$ cat src/rtl/charmap_fetch.sv
`default_nettype none
// ============================================================================
// Module   : charmap_fetch
// Function : per-cell character/colour/glyph fetch with a registered pixel
//            serialiser. Per-cell colour is fetched only when CHARMAP_COLOUR_EN
//            is defined; otherwise colour is a constant 8'hFF.
// Revision : 1.0 - initial release
// ============================================================================
module charmap_fetch #(
    parameter int COLS    = 40,
    parameter int ROWS    = 30,
    parameter int H_TOTAL = 384
) (
    input  logic        clk,
    input  logic        reset_n,
    input  logic        ce_pix,
    input  logic [8:0]  hcnt,
    input  logic [8:0]  vcnt,
    output logic [10:0] chram_addr,
    input  logic [7:0]  chram_q,
    output logic [10:0] colram_addr,
    input  logic [7:0]  colram_q,
    output logic [10:0] chrom_addr,
    input  logic [7:0]  chrom_q,
    output logic        pixel_on,
    output logic [7:0]  pixel_colour
);

    localparam logic [6:0] CELLS_PER_LINE = 7'(H_TOTAL / 8);
    localparam logic [6:0] COLS_W         = 7'(COLS);
    localparam logic [6:0] ROWS_W         = 7'(ROWS);

    typedef enum logic [2:0] {
        S_IDLE      = 3'd0,
        S_CHAR      = 3'd1,
        S_CHAR_WAIT = 3'd2,
        S_COL_WAIT  = 3'd3,
        S_ROM       = 3'd4,
        S_ROM_WAIT  = 3'd5
    } state_t;

    state_t      state_q, state_d;
    logic [2:0]  line_lo_q, line_lo_d;
    logic        oob_q, oob_d;
    logic [7:0]  code_q, code_d;
    logic [10:0] chram_addr_q, chram_addr_d;
    logic [10:0] colram_addr_q, colram_addr_d;
    logic [10:0] chrom_addr_q, chrom_addr_d;
    logic [7:0]  next_pattern_q, next_pattern_d;
    logic [7:0]  next_colour_q, next_colour_d;
    logic [7:0]  cur_pattern_q, cur_pattern_d;
    logic [7:0]  cur_colour_q, cur_colour_d;
    logic        pixel_on_q, pixel_on_d;
    logic [7:0]  pixel_colour_q, pixel_colour_d;

    logic [6:0]  tgt_col;
    logic [8:0]  tgt_line;
    logic [10:0] tgt_addr;
    logic        tgt_oob;

`ifndef CHARMAP_COLOUR_EN
    logic unused_colram;
    assign unused_colram = ^colram_q;
`endif

    // The cell fetched now is the one displayed after the current cell ends.
    always_comb begin
        tgt_col  = {1'b0, hcnt[8:3]} + 7'd1;
        tgt_line = vcnt;
        if (tgt_col == CELLS_PER_LINE) begin
            tgt_col  = 7'd0;
            tgt_line = vcnt + 9'd1;
        end
        tgt_addr = 11'(tgt_line[8:3]) * 11'(COLS) + 11'(tgt_col);
        tgt_oob  = (tgt_col >= COLS_W) || ({1'b0, tgt_line[8:3]} >= ROWS_W);
    end

    always_comb begin
        state_d        = state_q;
        line_lo_d      = line_lo_q;
        oob_d          = oob_q;
        code_d         = code_q;
        chram_addr_d   = chram_addr_q;
        colram_addr_d  = colram_addr_q;
        chrom_addr_d   = chrom_addr_q;
        next_pattern_d = next_pattern_q;
        next_colour_d  = next_colour_q;
        cur_pattern_d  = cur_pattern_q;
        cur_colour_d   = cur_colour_q;
        pixel_on_d     = pixel_on_q;
        pixel_colour_d = pixel_colour_q;

        // Address registers load on entry to CHAR/ROM so they sit on the bus
        // during those states and hold afterwards.
        case (state_q)
            S_IDLE: begin
                if (ce_pix && (hcnt[2:0] == 3'd0)) begin
                    state_d      = S_CHAR;
                    line_lo_d    = tgt_line[2:0];
                    oob_d        = tgt_oob;
                    chram_addr_d = tgt_addr;
`ifdef CHARMAP_COLOUR_EN
                    colram_addr_d = tgt_addr;
`endif
                end
            end
            S_CHAR: state_d = S_CHAR_WAIT;
            S_CHAR_WAIT: begin
                code_d  = chram_q;
                state_d = S_COL_WAIT;
            end
            S_COL_WAIT: begin
`ifdef CHARMAP_COLOUR_EN
                next_colour_d = colram_q;
`else
                next_colour_d = 8'hFF;
`endif
                chrom_addr_d = {code_q, line_lo_q};
                state_d      = S_ROM;
            end
            S_ROM: state_d = S_ROM_WAIT;
            S_ROM_WAIT: begin
                next_pattern_d = oob_q ? 8'h00 : chrom_q;
                state_d        = S_IDLE;
            end
            default: state_d = S_IDLE;
        endcase

        if (ce_pix) begin
            pixel_on_d     = cur_pattern_q[3'd7 - hcnt[2:0]];
            pixel_colour_d = cur_colour_q;
            if (hcnt[2:0] == 3'd7) begin
                cur_pattern_d = next_pattern_q;
                cur_colour_d  = next_colour_q;
            end
        end
    end

    always_ff @(posedge clk) begin
        if (!reset_n) begin
            state_q        <= S_IDLE;
            line_lo_q      <= 3'd0;
            oob_q          <= 1'b0;
            code_q         <= 8'd0;
            chram_addr_q   <= 11'd0;
            colram_addr_q  <= 11'd0;
            chrom_addr_q   <= 11'd0;
            next_pattern_q <= 8'd0;
            next_colour_q  <= 8'd0;
            cur_pattern_q  <= 8'd0;
            cur_colour_q   <= 8'd0;
            pixel_on_q     <= 1'b0;
            pixel_colour_q <= 8'd0;
        end else begin
            state_q        <= state_d;
            line_lo_q      <= line_lo_d;
            oob_q          <= oob_d;
            code_q         <= code_d;
            chram_addr_q   <= chram_addr_d;
            colram_addr_q  <= colram_addr_d;
            chrom_addr_q   <= chrom_addr_d;
            next_pattern_q <= next_pattern_d;
            next_colour_q  <= next_colour_d;
            cur_pattern_q  <= cur_pattern_d;
            cur_colour_q   <= cur_colour_d;
            pixel_on_q     <= pixel_on_d;
            pixel_colour_q <= pixel_colour_d;
        end
    end

    assign chram_addr   = chram_addr_q;
    assign colram_addr  = colram_addr_q;
    assign chrom_addr   = chrom_addr_q;
    assign pixel_on     = pixel_on_q;
    assign pixel_colour = pixel_colour_q;

endmodule
`default_nettype wire

$ cat config.mk
export PLATFORM = sky130hd
export DESIGN_NAME = charmap_fetch
export DESIGN_NICKNAME = d
export VERILOG_FILES = /design/src/rtl/charmap_fetch.sv
export SDC_FILE = /design/constraint.sdc
export NUM_CORES = 1
export LEC_CHECK = 0
export ABC_AREA = 1
export BUFFER_PORTS_ARGS = -buffer_cell sky130_fd_sc_hd__buf_2
export CAP_MARGIN = 30
export CORE_ASPECT_RATIO = 0.75
export CORE_MARGIN = 2
export CORE_UTILIZATION = 30
export DETAILED_ROUTE_END_ITERATION = 10
export PLACE_DENSITY_LB_ADDON = 0.15
export SYNTH_ARGS = -nofsm -noshare
export SYNTH_HDL_FRONTEND = slang
export SYNTH_SLANG_ARGS = --single-unit
$ cat constraint.sdc
create_clock -name clk -period 4.9 [get_ports clk]
set_input_delay 0.98 -clock clk [delete_from_list [all_inputs] [get_ports clk]]
set_output_delay 0.98 -clock clk [all_outputs]
set_load 0.03 [all_outputs]
# Word level (Yosys, flattened, before mapping)
# Index checks and enable logic that the tools add are counted.
[totals] regBits=57 out_inout_bits=42 word_cells=41 input_bits=45
[op_classes] n_eq_ne=8 n_reduce_logical=6 add_sub_neg=4 mux=7 n_mul=1 order_cmp=3
[ops] operator="$pmux 3 s5" count=1
[ops] operator="$add 11x7->11" count=1
[ops] operator="$add 9x1->9 const B" count=1
[ops] operator="$eq 3x3->1 const B" count=3
[ops] operator="$mux 9" count=1
[ops] operator="$mul 6x3->8 const B" count=1
[ops] operator="$mux 8" count=1
[ops] operator="$add 6x1->7 const B" count=1
[ops] operator="$eq 7x6->1 const B" count=1
[ops] operator="$ge 7x6->1 const B" count=1
[ops] operator="$mux 7" count=1
[ops] operator="$eq 3x2->1 const B" count=2
[ops] operator="$ge 6x5->1 const B" count=1
[ops] operator="$logic_not 3->1" count=2
[ops] operator="$lt 3x4->1 const B" count=1
[ops] operator="$reduce_and 2->1" count=2
[ops] operator="$bmux 1 s3" count=1
[ops] operator="$eq 3x1->1 const B" count=1
[ops] operator="$mux 3" count=1
[ops] operator="$sub 3x3->3 const A" count=1
[ops] operator="$ne 2x2->1 const B" count=1
[ops] operator="$logic_and 1x1->1" count=1
[ops] operator="$logic_or 1x1->1" count=1
[ops] operator="$mux 1" count=1

# Longest topological paths before layout
# Gate-level depths: netlist of the first run.
[logic_depth] depth_word=5 depth_mapped=23 depth_no_buf=23

# Worst setup path after synthesis of the first run
# No wires, ideal clock.
[synth_path] kind="input to register" from="in hcnt[3]" to="reg chram_addr_q[10] (netlist: chram_addr[10])" stages=21 path_buffers=0 setup_ns=0.109 arrival_time_ns=3.698 setup_slack_ns=1.093 required_ns=4.791 path_cell_list="ha_1 nand4_1 nand3_4 nor2_8 nand2_4 nor3_2 xor2_1 inv_1 ha_1 fa_1 nand2_1 inv_1 nand3_1 nand3_1 nand3_1 nand2_1 nand2_1 nand2_1 nand3_1 nand2_1 inv_1"
[synth_via] elab_chain_cells=5 word_cells_on_any_way=6 cone_classes="add/sub (2); mul (1); eq/ne (1); mux (2)"
[synth_lines] item="from (decl)" line_no="17" source="input logic [8:0] hcnt,"
[synth_lines] item="$add 6x1->7 *" line_no="68" source="tgt_col = {1'b0, hcnt[8:3]} + 7'd1;"
[synth_lines] item="$eq 7x6->1" line_no="70" source="if (tgt_col == CELLS_PER_LINE) begin"
[synth_lines] item="$mux 9" line_no="70"
[synth_lines] item="$mul 6x3->8" line_no="74" source="tgt_addr = 11'(tgt_line[8:3]) * 11'(COLS) + 11'(tgt_col);"
[synth_lines] item="$add 11x7->11 *" line_no="74"
[synth_lines] item="to (signal assigned)" line_no="159" source="chram_addr_q <= chram_addr_d;"
[synth_lines] item="to (decl)" line_no="46" source="logic [10:0] chram_addr_q, chram_addr_d;"
# Mark *: on every way between the ends. The rest lies on a longest branch, timed or not.
# A chain may end at the register's enable or synchronous reset.

# Worst setup path after layout of the first run
# Ends and elaborated chain as after synthesis.

==> flow_summary.ini, run 1 <==
[yosys]
syn_area_per_cell_um2 = 7.08
yosysWarnings = 0
synth.distinct_cells = 38
netlist_instances = 444
seq_area_frac_synth_pct = 36.3
yosys_register_bits = 57
netlist_area_um2 = 3140

[power]
p_sw_share_pct = 27.6
power.switching_uw = 392
p_int_uw = 1030
power_frac_comb_pct = 17.9
p_clk_share_pct = 45.5
power.leakage_uw = 0.00199
seq_power_share_pct = 36.6
irDropWorstVdd_mv = 0.201
power_density_nw_per_um2 = 371
power_uw = 1420

[finish]
fin_area_um2 = 3830
fin_nets = 566
syn_to_final_growth_pct = 21.8
drive_gt1_share_pct = 19.8
regArea_um2 = 1140
multiInputGateArea_um2 = 1690
diodes = 0
fin_util_pct = 37.4
fillers = 1138

[min_path]
hold-path-endpoint = next_pattern_q[3]
hp-class = register to register
hold_path_startpoint = next_pattern_q[3]
holdPathStages = 2

[critical_path]
worstPathArrival_ps = 4210
worstSetupEndpointType = register
r2r_end = chrom_addr[0]
start_kind = input port
path_max_fanout = 10
worst-r2r-setup-slack_ps = 3080
cp.required_ps = 5120
worst_r2r_path_depth = 5
reg2reg_from = state_q[0]
path_class = input port to register

[clock_network]
clock-root-buffer = clkbuf_16
cts_tree = done
holdBufCountCts = 0
cts_buffers = 9
path_clk_slew_ps = 50
clk_latency_ps = 320
post_cts_buffers = 0
cts_htree_levels = 3
post_cts_resized = 0
cts_buffer_depth = 2
clock-sinks = 57

[detailed_routing]
ant_nets = 0
drc = 0
wl_per_cell_um = 11.5
dr_total_vias = 2825
drt_iter0_drc = 112
dr.pass1.iters = 4
wirelength_um = 7420
viasPerCell = 4.38

[run_status]
outcome = finished clean

[floorplanning]
die_h_um = 92.7
num_io_pins = 87
core_region_area_um2 = 10200
initial_utilization_pct = 30.7
rows = 32
die_area_um2 = 11300
die_w_um = 122

[global_route]
grt_max_degree = 41
grt_usage_pct = 13.8
first_global_vias = 2643
grt_pass1_wl_um = 12200
antenna_found_initial = 0
grt-ovfl-total = 0

[sta]
timing.fmax_mhz = 251
layout_min_cycle_time_ps = 3990
max_slew.worst_pin.slew_ps = 772
skew_ps = 3.64
hold_viol_final = 0
slew_viol_final = 0
max-slew-margin-rel_pct = 48.3
setup_tns_ps = 0
finalSetupViolCount = 0
rsz0062_at_grt = false
fin_crit_sh_pct = 81.5

[placement]
place_hpwl_um = 5600
portBuffers = 67
place.gp.congestion = 0.768
placed_cell_area_um2 = 3510

[job]
cap_violations = 0
[Yosys cell counts]
cell type / n / area [um^2]
a21oi_1: 20 / 100
a311oi_1: 1 / 8.76
and2_1: 1 / 6.26
buf_1: 1 / 3.75
buf_2: 1 / 5.00
buf_4: 19 / 143
clkbuf_1: 6 / 22.5
clkinv_1: 2 / 7.51
conb_1: 1 / 3.75
dfxtp_1: 57 / 1140
fa_1: 2 / 40.0
ha_1: 14 / 175
inv_1: 43 / 161
inv_2: 3 / 11.3
nand2_1: 60 / 225
nand2_2: 5 / 31.3
nand2_4: 4 / 45.0
nand3_1: 32 / 160
nand3_2: 2 / 20.0
nand3_4: 1 / 17.5
nand3b_1: 1 / 7.51
nand4_1: 5 / 31.3
nor2_1: 96 / 360
nor2_2: 1 / 6.26
nor2_8: 1 / 20.0
nor3_1: 1 / 5.00
nor3_2: 1 / 10.0
nor3_4: 1 / 16.3
nor4_1: 1 / 6.26
o211a_1: 1 / 10.0
o211ai_1: 2 / 15.0
o21ai_0: 45 / 225
o21ai_1: 2 / 10.0
o21bai_1: 1 / 7.51
o221ai_1: 1 / 8.76
o22ai_1: 1 / 6.26
xnor2_1: 2 / 17.5
xor2_1: 6 / 52.6
[logic make-up (layout without fill, tap and decap cells)]
group,Yosys count,in the layout,synth area share [%]
flip-flops,57,57,36.3
AND/OR/NAND/NOR,213,213,30.8
adder cells (fa/ha/maj),16,16,6.84
XOR/XNOR,8,8,2.23
buffers and inverters,75,130,11.3
AO/OA/AOI/OAI,74,74,12.5
other,1,11,0.119
[through the flow]
| stage | hold WS (ps) | instances | worst slack (ps) |
|---|---|---|---|
| finish | 466 | 645 | 909 |
| floorplan | 430 | 454 | 1090 |
| global placement | 457 | 630 | 660 |
| detailed placement | 460 | 630 | 575 |
| global route | 485 | 645 | 589 |
| CTS | 468 | 645 | 921 |
[state kept, by name (all words and copies together), names as in the netlist]
name / count
chram_addr: 11
chrom_addr: 11
code_q: 8
cur_pattern_q: 8
next_pattern_q: 8
line_lo_q: 3
state_q: 3
cur_colour_q: 1
next_colour_q: 1
oob_q: 1
pixel_colour: 1
pixel_on: 1
[power by group through the flow]
| stage | logic [uW] | clock network (uW) | registers (uW) |
|---|---|---|---|
| 6_report | 254 | 646 | 520 |
| 5_1_grt | 294 | 682 | 524 |
| 3_3_place_gp | 252 | 0 | 528 |
| 4_1_cts | 258 | 662 | 520 |
| 3_5_place_dp | 257 | 0 | 529 |
| 2_1_floorplan | 181 | 0 | 545 |
[worst max path at each step]
stage                     depth (start not counted)        endpoint     from
after floorplan                                  21  chram_addr[10]  hcnt[3]
final                                            22  chram_addr[10]  hcnt[3]
after global routing                             22  chram_addr[10]  hcnt[3]
after detailed placement                         22  chram_addr[10]  hcnt[3]
after global placement                           22  chram_addr[10]  hcnt[3]
after CTS                                        22  chram_addr[10]  hcnt[3]
[worst max-delay path: stages]
cell,delay (ps)
buf_2,130
ha_1,240
nand4_1,190
nand3_4,120
nor2_8,150
nand2_4,120
nor3_2,140
xor2_1,170
inv_1,90
ha_1,340
fa_1,630
nand2_1,80
inv_1,70
nand3_1,70
nand3_1,160
nand3_1,130
nand2_1,90
nand2_1,50
nand2_1,60
nand3_1,70
nand2_1,80
inv_1,30
[cells in the final DEF (no fill, tap or decap), types with 3 or more instances in the layout]
master / netlist / routed
nand2_1: 60 / 60
nor2_1: 96 / 96
nand4_1: 5 / 5
nand2_2: 5 / 5
o21ai_0: 45 / 45
nand2_4: 4 / 4
clkbuf_16: 0 / 9
clkbuf_8: 0 / 4
dfxtp_1: 57 / 57
xor2_1: 6 / 6
conb_1: 1 / 11
inv_1: 43 / 43
buf_2: 1 / 67
inv_2: 3 / 3
nand3_1: 32 / 32
ha_1: 14 / 14
a21oi_1: 20 / 20
[routing by layer]
layer	track usage [%]	wire length, um
met3	4.56	397
met1	20.4	4100
met2	18.7	2850
met5	0	0
met4	4.12	64
[final cells by class]
cell class              count  area share, %
inverters                  48           4.71
multi-input cells         322           44.1
flip-flops and latches     57           29.8
well taps                 136           4.44
repair buffers             67           8.76
clock buffers              13           7.32
clock inverters             2          0.915
Note: power is estimated with default switching activity, not from simulation.
==> run 2: changes to the inputs <==
==> constraint.sdc (replaced) <==
create_clock -name clk -period 3.4 [get_ports clk]
set_input_delay 0.68 -clock clk [delete_from_list [all_inputs] [get_ports clk]]
set_output_delay 0.68 -clock clk [all_outputs]
set_load 0.03 [all_outputs]
==> run 2 against run 1 <==
Wire length rose by 7.5%. Flip-flop and latch count did not move. Clock-buffer cell count fell by 3. Largest power group unchanged. Design area rose by 12%. Via count rose by 7.3%. Clock power rose by 37%. Clock skew rose by 2.0 ps. Combinational power rose by 76%. Sequential power rose by 45%. Critical endpoint unchanged. Non-clock buffer count rose by 40. Register-to-register slack got worse by 1300 ps.
==> flow_summary.ini, run 2 (same netlist as run 1, synthesis figures left out) <==
[min_path]
hold_path_startpoint = next_pattern_q[7]
hold-path-endpoint = next_pattern_q[7]
holdPathStages = 2
hp-class = register to register

[sta]
finalSetupViolCount = 0
fin_ws_ps = 187
skew_ps = 5.67
fin_crit_sh_pct = 94.5
layout_min_cycle_time_ps = 3210
max-slew-margin-rel_pct = 65.2
slew_viol_final = 0
hold_viol_final = 0
setup_tns_ps = 0
max_slew.worst_pin.slew_ps = 519
timing.fmax_mhz = 311

[placement]
place_hpwl_um = 5910
placed_cell_area_um2 = 3780
portBuffers = 67
place.gp.congestion = 0.788
post-place-ws_ps = -295
dp.cells = 662

[global_route]
grt_max_degree = 40
grt_usage_pct = 14.6
grt_use_met2_pct = 20.6
antenna_found_initial = 0
grt-ovfl-total = 0
grt_use_met1_pct = 20.6
grt_pass1_wl_um = 12900
grt_most_used_layer = met2
grtUsageMet3_pct = 4.43
first_global_vias = 2770

[critical_path]
path_class = input port to register
cp.required_ps = 3630
path_cells = buf_6 -> ha_4 -> nand4_1 -> nand3_4 -> nor2_8 -> nand2_8 -> nor3_4 -> xor2_1 -> inv_1 -> ha_4 -> fa_2 -> nand2_2 -> inv_2 -> nand3_2 -> nand3_4 -> nand3_4 -> nand2_1 -> nand2_1 -> nand2_1 -> nand3_1 -> nand2_1 -> inv_1
worst-r2r-setup-slack_ps = 1790
cp_slowest_stage_delay_ps = 600
worstSetupEndpointType = register
worst_r2r_path_depth = 6
cp_slowest_cell = fa_2
start_kind = input port
cp.buffers_inverters = 4
worstPathArrival_ps = 3440
reg2reg_from = state_q[2]
path_max_fanout = 6
r2r_end = line_lo_q[1]
critical-path-top-delay-family = simple AND/OR/NAND/NOR gates
path_depth = 22
cp_common_cell = nand2_1

[finish]
final_common_cell = nor2_1
fin_nets = 606
syn_to_final_growth_pct = 36.5
fillers = 1117
diodes = 0
drive_gt1_share_pct = 30.0
final_cell_mix = 94 x nor2_1, 65 x buf_2, 57 x dfxtp_1
fin_area_um2 = 4290
layoutNonFillerInstCount = 686

[power]
power.leakage_uw = 0.00219
irDropWorstVdd_mv = 0.255
power_density_nw_per_um2 = 486

[floorplanning]
rows = 32
core_region_area_um2 = 10200
num_io_pins = 87
die_w_um = 122
die_area_um2 = 11300
initial_utilization_pct = 30.7
die_h_um = 92.7

[run_status]
outcome = finished clean

[clock_network]
clk_latency_ps = 330
cts_buffers = 9
clock-sinks = 57
clock-root-buffer = clkbuf_16
cts_tree = done
cts_htree_levels = 3
cts_buffer_depth = 2
path_clk_slew_ps = 50

[detailed_routing]
wl_per_cell_um = 11.6
drc = 0
dr_total_vias = 3031
drt_iter0_drc = 179
dr.pass1.iters = 4
ant_nets = 0
wirelength_um = 7970
viasPerCell = 4.42

[job]
cap_violations = 0
run 2: changes by cell type in the layout (fill, tap and decap cells not counted), moves of 4 or more:
cell     before  now
buf_6         0    5
ha_1         14    9
nand3_1      32   27
buf_4         0   37
nand3_4       1    5
nand2_1      60   56
run 2: power by group:
part	total [uW]	switching [uW]	internal, uW
sequential	752	31.1	721
combinational	448	274	174
clock	887	307	580
run 2: through the flow:
step / total power [uW] / hold slack [ps] / utilization, %
6_report: 2090 / 466 / 41.9
4_1_cts: 2070 / 467 / 39.8
3_3_place_gp: 1170 / 456 / 36.9
2_1_floorplan: 1050 / 430 / -
3_5_place_dp: 1180 / 459 / 36.9
5_1_grt: 2200 / 477 / 41.9
run 2: timing repair:
action	CTS	global route
setup buffers	0	8
setup endpoints to repair	0	4
gates resized for setup	0	35
endpoints found under the hold margin	0	0
hold buffers	0	0
run 2: worst max path at each step:
stage,start,end,slack [ps]
final,hcnt[4],chram_addr[10],190
after global routing,vcnt[0],chram_addr[10],-40
after CTS,hcnt[4],chram_addr[9],40
after detailed placement,hcnt[4],chram_addr[10],-300
after global placement,hcnt[3],chram_addr[9],-250
after floorplan,vcnt[0],chram_addr[10],10
run 2: area by class of cell:
cell class	count	area (um^2)	area share, %
Clock buffer	10	239	5.57
Clock inverter	6	57.6	1.34
Inverter	48	180	4.20
Multi-Input combinational cell	322	1850	43.0
Sequential cell	57	1140	26.6
Tap cell	136	170	3.96
Timing Repair Buffer	107	659	15.4
run 2: routing by layer:
metal | vias up | share of wire (%)
li1 | 1616 | -
met5 | - | 0
met3 | 12 | 5.4
met4 | 0 | 1.4
met2 | 63 | 41
met1 | 1340 | 52
run 2: tightest hold or removal path, cell delays in order (launching register included):
cell and delay [ps]:
dfxtp_1 310, nand2_1 60, a21oi_1 50
